`src/rtl/uart_fifo_core.sv`:
```
// uart_fifo_core: UART transceiver with TX FIFO and valid/ready host ports; parity optional via UART_PARITY_EN
// Ports: clk, rst (async, active-high); tx_data/tx_valid/tx_ready push words into the TX FIFO,
//  tx_level FIFO occupancy, tx_busy FIFO or line active, uart_txd serial out (idle high);
//  uart_rxd serial in, rx_data/rx_valid/rx_ready received words, rx_parity_err travels with rx_data,
//  rx_frame_err and rx_overrun are one-cycle pulses.
module uart_fifo_core #(
  parameter int CLK_FREQ = 10_000_000,
  parameter int BAUD = 115_200,
  parameter int DATA_W = 8,
  parameter int STOP_BITS = 1,
  parameter bit PARITY_ODD = 1'b0,
  parameter int TXF_DEPTH = 16
) (
  input  logic clk,
  input  logic rst,
  input  logic [DATA_W-1:0] tx_data,
  input  logic tx_valid,
  output logic tx_ready,
  output logic [$clog2(TXF_DEPTH):0] tx_level,
  output logic tx_busy,
  output logic uart_txd,
  input  logic uart_rxd,
  output logic [DATA_W-1:0] rx_data,
  output logic rx_valid,
  input  logic rx_ready,
  output logic rx_parity_err,
  output logic rx_frame_err,
  output logic rx_overrun
);
  localparam int CPB = CLK_FREQ / BAUD;
  localparam int AW = $clog2(TXF_DEPTH);
  localparam int CW = $clog2(STOP_BITS * CPB + 1);
  localparam logic [CW-1:0] BIT_END = CW'(CPB - 1);
  localparam logic [CW-1:0] STOP_END = CW'(STOP_BITS * CPB - 1);
  localparam logic [CW-1:0] HALF_END = CW'(CPB / 2 - 1);
  localparam logic [3:0] LAST = 4'(DATA_W - 1);
  typedef enum logic [2:0] {
    IDLE, START, DATA,
`ifdef UART_PARITY_EN
    PAR,
`endif
    STOP
  } st_t;
`ifdef UART_PARITY_EN
  localparam st_t DATA_NX = PAR;
`else
  localparam st_t DATA_NX = STOP;
`endif
  logic [DATA_W-1:0] mem [TXF_DEPTH];
  logic [AW-1:0] wr_ptr, rd_ptr;
  logic push, pop;
  assign tx_ready = tx_level != (AW+1)'(TXF_DEPTH);
  assign push = tx_valid & tx_ready;
  always_ff @(posedge clk or posedge rst)
    if (rst) begin
      wr_ptr <= '0;
      rd_ptr <= '0;
      tx_level <= '0;
    end else begin
      wr_ptr <= wr_ptr + AW'(push);
      rd_ptr <= rd_ptr + AW'(pop);
      tx_level <= tx_level + (AW+1)'(push) - (AW+1)'(pop);
    end
  always_ff @(posedge clk)
    if (push) mem[wr_ptr] <= tx_data;
  st_t tx_st, tx_nx;
  logic [CW-1:0] tx_cnt;
  logic [3:0] tx_bit;
  logic [DATA_W-1:0] tx_sh;
  logic tx_act, tx_end;
  always_comb begin
    tx_nx = tx_st;
    tx_end = tx_cnt == (tx_st == STOP ? STOP_END : BIT_END);
    case (tx_st)
      IDLE: tx_nx = |tx_level ? START : IDLE;
      START: tx_nx = tx_end ? DATA : START;
      DATA: tx_nx = tx_end && tx_bit == LAST ? DATA_NX : DATA;
`ifdef UART_PARITY_EN
      PAR: tx_nx = tx_end ? STOP : PAR;
`endif
      STOP: tx_nx = !tx_end ? STOP : |tx_level ? START : IDLE;
      default: tx_nx = IDLE;
    endcase
  end
  // a word leaves the FIFO on every entry into START, including back-to-back from STOP
  assign pop = tx_nx == START && tx_st != START;
  // tx_act covers the last stop-bit cycle still on the line after the FSM is back in IDLE
  assign tx_busy = |tx_level || tx_st != IDLE || tx_act;
`ifdef UART_PARITY_EN
  logic tx_par;
  always_ff @(posedge clk or posedge rst)
    if (rst) tx_par <= 1'b0;
    else tx_par <= pop ? ^mem[rd_ptr] ^ PARITY_ODD : tx_par;
`endif
  // uart_txd is registered from the state, so the line lags the FSM by one cycle
  always_ff @(posedge clk or posedge rst)
    if (rst) begin
      tx_st <= IDLE;
      tx_cnt <= '0;
      tx_bit <= '0;
      tx_sh <= '0;
      tx_act <= 1'b0;
      uart_txd <= 1'b1;
    end else begin
      tx_st <= tx_nx;
      tx_cnt <= tx_end || tx_st == IDLE ? '0 : tx_cnt + 1'b1;
      tx_bit <= pop ? '0 : tx_st == DATA && tx_end ? tx_bit + 1'b1 : tx_bit;
      tx_sh <= pop ? mem[rd_ptr] : tx_st == DATA && tx_end ? tx_sh >> 1 : tx_sh;
      tx_act <= tx_st != IDLE;
`ifdef UART_PARITY_EN
      uart_txd <= tx_st == START ? 1'b0 : tx_st == DATA ? tx_sh[0] : tx_st == PAR ? tx_par : 1'b1;
`else
      uart_txd <= tx_st == START ? 1'b0 : tx_st == DATA ? tx_sh[0] : 1'b1;
`endif
    end
  logic s1, s2, s3;
  st_t rx_st, rx_nx;
  logic [CW-1:0] rx_cnt;
  logic [3:0] rx_bit;
  logic [DATA_W-1:0] rx_sh;
  logic rx_end, stop_ok, load;
  always_comb begin
    rx_nx = rx_st;
    rx_end = rx_cnt == (rx_st == START ? HALF_END : BIT_END);
    case (rx_st)
      IDLE: rx_nx = s3 && !s2 ? START : IDLE;
      START: rx_nx = !rx_end ? START : s2 ? IDLE : DATA;
      DATA: rx_nx = rx_end && rx_bit == LAST ? DATA_NX : DATA;
`ifdef UART_PARITY_EN
      PAR: rx_nx = rx_end ? STOP : PAR;
`endif
      STOP: rx_nx = rx_end ? IDLE : STOP;
      default: rx_nx = IDLE;
    endcase
  end
  assign stop_ok = rx_st == STOP && rx_end && s2;
  assign load = stop_ok && (!rx_valid || rx_ready);
`ifdef UART_PARITY_EN
  logic rx_pb;
  always_ff @(posedge clk or posedge rst)
    if (rst) begin
      rx_pb <= 1'b0;
      rx_parity_err <= 1'b0;
    end else begin
      rx_pb <= rx_st == PAR && rx_end ? s2 : rx_pb;
      rx_parity_err <= load ? ^{rx_sh, rx_pb} ^ PARITY_ODD : rx_parity_err;
    end
`else
  assign rx_parity_err = 1'b0;
`endif
  // s1/s2 synchronise uart_rxd; s3 is the previous s2 for start-edge detection
  always_ff @(posedge clk or posedge rst)
    if (rst) begin
      s1 <= 1'b1;
      s2 <= 1'b1;
      s3 <= 1'b1;
      rx_st <= IDLE;
      rx_cnt <= '0;
      rx_bit <= '0;
      rx_sh <= '0;
      rx_valid <= 1'b0;
      rx_data <= '0;
      rx_frame_err <= 1'b0;
      rx_overrun <= 1'b0;
    end else begin
      s1 <= uart_rxd;
      s2 <= s1;
      s3 <= s2;
      rx_st <= rx_nx;
      rx_cnt <= rx_end || rx_st == IDLE ? '0 : rx_cnt + 1'b1;
      rx_bit <= rx_st == START ? '0 : rx_st == DATA && rx_end ? rx_bit + 1'b1 : rx_bit;
      rx_sh <= rx_st == DATA && rx_end ? {s2, rx_sh[DATA_W-1:1]} : rx_sh;
      rx_valid <= load || (rx_valid && !rx_ready);
      rx_data <= load ? rx_sh : rx_data;
      rx_frame_err <= rx_st == STOP && rx_end && !s2;
      rx_overrun <= stop_ok && rx_valid && !rx_ready;
    end
endmodule
```
`config.mk`:
```
export PLATFORM = sky130hd
export DESIGN_NAME = uart_fifo_core
export DESIGN_NICKNAME = d
export VERILOG_FILES = /design/src/rtl/uart_fifo_core.sv
export SDC_FILE = /design/constraint.sdc
export NUM_CORES = 1
export LEC_CHECK = 0
export CORE_MARGIN = 5
export CORE_UTILIZATION = 65
export DETAILED_ROUTE_END_ITERATION = 7
export HOLD_SLACK_MARGIN = 0.08
export PLACE_DENSITY = 0.88
export SETUP_SLACK_MARGIN = 0.15
export SYNTH_ARGS = -nofsm -noshare
export SYNTH_HDL_FRONTEND = slang
export SYNTH_SLANG_ARGS = --single-unit
```
`constraint.sdc`:
```
create_clock -name clk -period 8 [get_ports clk]
set_input_delay 1.2 -clock clk [delete_from_list [all_inputs] [get_ports clk]]
set_output_delay 1.2 -clock clk [all_outputs]
set_load 0.05 [all_outputs]
```
==> reports/results.txt <==
Across every metal layer, demand over resource in global routing totals 23.3%. The die is 122 um tall. In this run, distinct cell masters in the synthesized netlist total 49. The effective utilization at floorplan was 65.4%. The first global-routing pass estimated 25100 um of wire. The logs give 0 for the post-CTS setup buffer count and 74.2% for the final design utilization. The transition time of the tightest slew-check pin is 1.13 ns.

The run finished with clean final reports. Net count of the finished layout: 572. Setup repair after global routing left no endpoint under its margin. The post-route netlist has 17.3% of its cells at a drive strength greater than 1.

The floorplan step defined a die boundary enclosing 0.0149 mm2. For the setup slack of the most critical reg-to-reg path, the log shows 4.40 ns. The run gives 9510 um as the estimated wirelength of the detail-placed design. Synthesis produced a netlist with a net count of 537. The run gives 4471 as the vias after detailed routing. The number of flops mapped to enable cells by yosys was 128; the final-report setup violation count was 0. Data on the critical path arrives at its endpoint at 2.92 ns. The repair_antennas step left the layout with diodes totalling 0. The run gives 0 as the count of hold buffers inserted by post-cts repair. The sort of element at the start of the critical path was a flip-flop. The DRC violations left was 0; the source-to-sink clock delay at the later pin of the worst-skew pair was 0.44 ns. Final-report hold violation count: 0. The master cell of the clock root buffer is clkbuf_16. The fraction of synthesis flops using an asynchronous set or reset pin came out at 35.7%. The area growth from synthesis to layout is 13.5%.

The power per cell area was 279 mW/mm2. The leakage power came out at 3.48 nW. The worst hold path belongs to the class reg2reg. Of the post-synthesis cell area, the dominant cell type holds 47.1%. Yosys instantiated no cell more often than edfxtp_1. In this run the tightest slew margin relative to its limit is 24.4%. The total clock sinks was 199; the maximum clock frequency was 0.243 GHz. Across all setup checks in the final design, the least slack found is 3.88 ns. Core box area: 0.0125 mm2. The sequential-to-total area share from yosys stat is 69.0%, and the clock buffer count from CTS is 17. Placer congestion estimate: 0.835.

The max-cap violation count is 0. A synthesized cell averages 16.0 um2. The worst setup path is of the reg2out kind. The initialized floorplan defines 41 standard-cell rows.

In this run, post-CTS repair resized a total of 0 instances. Setup clock skew after layout: 0.0178 ns. By area the synthesized netlist is led by edfxtp_1, dfrtp_1, mux4_2.

STA classifies the critical path endpoint as a primary output. The initial antenna violation count was 0; the synthesized netlist cell count was 508. The count of buffers added on input and output ports is 31. For this run, the leading register cell type out of synthesis is edfxtp_1. TritonCTS built the clock tree. The tools report the maximum root-to-sink buffer count as 2.

Count of filler cells inserted in the layout: 718. After detailed routing, the average wire length per cell comes to 21.6 um. The count of final max-slew check failures is 0.

The mapped netlist covers 0.00815 mm2. At the worst endpoint, the required time is 6.80 ns. Using the TritonRoute via totals, the vias-per-cell ratio works out to 6.14. In the final timing run, aggregate negative setup slack is 0 ns. The final clock period utilization by the worst path was 51.4%. Prior to clock tree synthesis, the placed netlist has a worst setup slack of 4.39 ns. For the detailed-route wire length, the log shows 15700 um. In this run the count of I/O pins placed on the die edge is 33. The count of nets left with antenna violations once routing finished came out at 0. Measured along the x axis, the die boundary spans 122 um. The number of design-rule violations left by the first detailed-router iteration is 567. The depth of the CTS H-tree was 4. The run gives 4588 as the number of global-route vias before repair. Global routing finished with a remaining overflow of 0. Yosys printed 0 warnings. The register clock-pin slew on the reported worst setup and hold paths is 0.07 ns.

Final hold analysis gives a worst-case slack of 0.364 ns. The pre-antenna-repair detailed-routing pass consisted of 5 iterations. IR analysis of the VDD net gives a maximum drop of 0.273 mV. The synthesized flop and latch total came out at 199.

The maximum fanout count along the critical path came out at 4. The final period demand of the worst path is 4.12 ns, and the largest net degree at the start of global routing is 72. The largest area contributor in the synthesized netlist is edfxtp_1. Ranked by instance count, the synthesized netlist is headed by edfxtp_1, dfrtp_1, nor2_1.
==> worst paths after layout <==
kind / start / endpoint / cells after the start
setup / recovery: tx_level[2] / tx_busy / 5
hold / removal: s1 / s2 / 0
setup reg to reg: tx_level[2] / tx_level[4] / 13
hold reg to reg: s1 / s2 / 0
max in group asynchronous: rst / rd_ptr[0] / 3
min in group asynchronous: rst / rx_data[0] / 3
==> report_power, final <==
group	leakage [nW]	internal, mW	switching, mW
combinational	1.11	0.140	0.229
clock	0.311	0.538	0.377
sequential	2.05	1.21	0.0778
==> flip-flops by register name (all words and copies together) (netlist names) <==
| name | flops |
|---|---|
| rx_sh | 8 |
| s2 | 1 |
| tx_st | 2 |
| mem | 128 |
| tx_cnt | 7 |
| rx_st | 2 |
| tx_sh | 8 |
| tx_act | 1 |
| rx_frame_err | 1 |
| tx_bit | 4 |
| wr_ptr | 4 |
| s3 | 1 |
| tx_level | 5 |
| s1 | 1 |
| rx_overrun | 1 |
| rx_cnt | 7 |
| rx_valid | 1 |
| rd_ptr | 4 |
| rx_data | 8 |
| rx_bit | 4 |
| uart_txd | 1 |
==> stage by stage <==
| stage | cells | instance area (um2) | total power [mW] |
|---|---|---|---|
| after floorplan | 508 | 8150 | 1.56 |
| after global placement | 696 | 8620 | 1.65 |
| after detailed placement | 696 | 8620 | 1.67 |
| after CTS | 728 | 9250 | 2.58 |
| after global routing | 728 | 9250 | 2.68 |
| final | 728 | 9250 | 2.58 |
==> routing by layer <==
metal,wire length [um],global-route usage (%),part of all wire [%],vias up
met1,6390,30.5,41,2298
met4,207,6.79,1.3,0
met2,8030,38.4,51,178
met3,1110,6.59,7.1,19
met5,0,0,0,-
li1,-,-,-,1976
==> layout by cell type, fill, tap and decap left out, types with 8 or more instances in the layout <==
cell | netlist | final
xnor2_1 | 10 | 10
clkdlybuf4s50_1 | 0 | 31
edfxtp_1 | 128 | 128
xor2_1 | 12 | 12
dfrtp_1 | 67 | 66
a21oi_1 | 8 | 8
mux2i_1 | 12 | 12
nor2_1 | 45 | 45
ha_1 | 15 | 15
o21ai_0 | 14 | 14
mux2_2 | 13 | 13
inv_1 | 18 | 17
mux2_4 | 8 | 8
nand2_1 | 25 | 25
mux4_2 | 29 | 29
clkbuf_16 | 0 | 17
nand3_1 | 16 | 16
==> layout make-up <==
class | count | area (um2) | share of cell area [%]
clock inverter | 12 | 189 | 2.04
sequential | 199 | 5630 | 60.8
clock buffer | 20 | 447 | 4.83
inverter | 18 | 67.6 | 0.730
timing repair buffer | 35 | 340 | 3.68
tap | 172 | 215 | 2.33
multi-input combinational | 272 | 2370 | 25.6
==> critical path, cell delays in order, from the launching register on <==
cell and delay [ns]:
dfrtp_1 0.41, inv_1 0.09, ha_1 0.16, or4b_2 0.67, or3_1 0.42, clkdlybuf4s50_1 0.75
==> logic make-up after synthesis <==
| kind of cell | count (synthesis) | synth area share (%) |
|---|---|---|
| XOR/XNOR | 22 | 2.36 |
| other | 1 | 0.0460 |
| AND/OR/NAND/NOR | 129 | 7.92 |
| flip-flops | 199 | 69.0 |
| multiplexers | 62 | 12.8 |
| adder cells (fa/ha/maj) | 16 | 2.55 |
| buffers and inverters | 37 | 1.98 |
| AO/OA/AOI/OAI | 42 | 3.39 |
No activity file was read; power rests on OpenSTA's default activity.
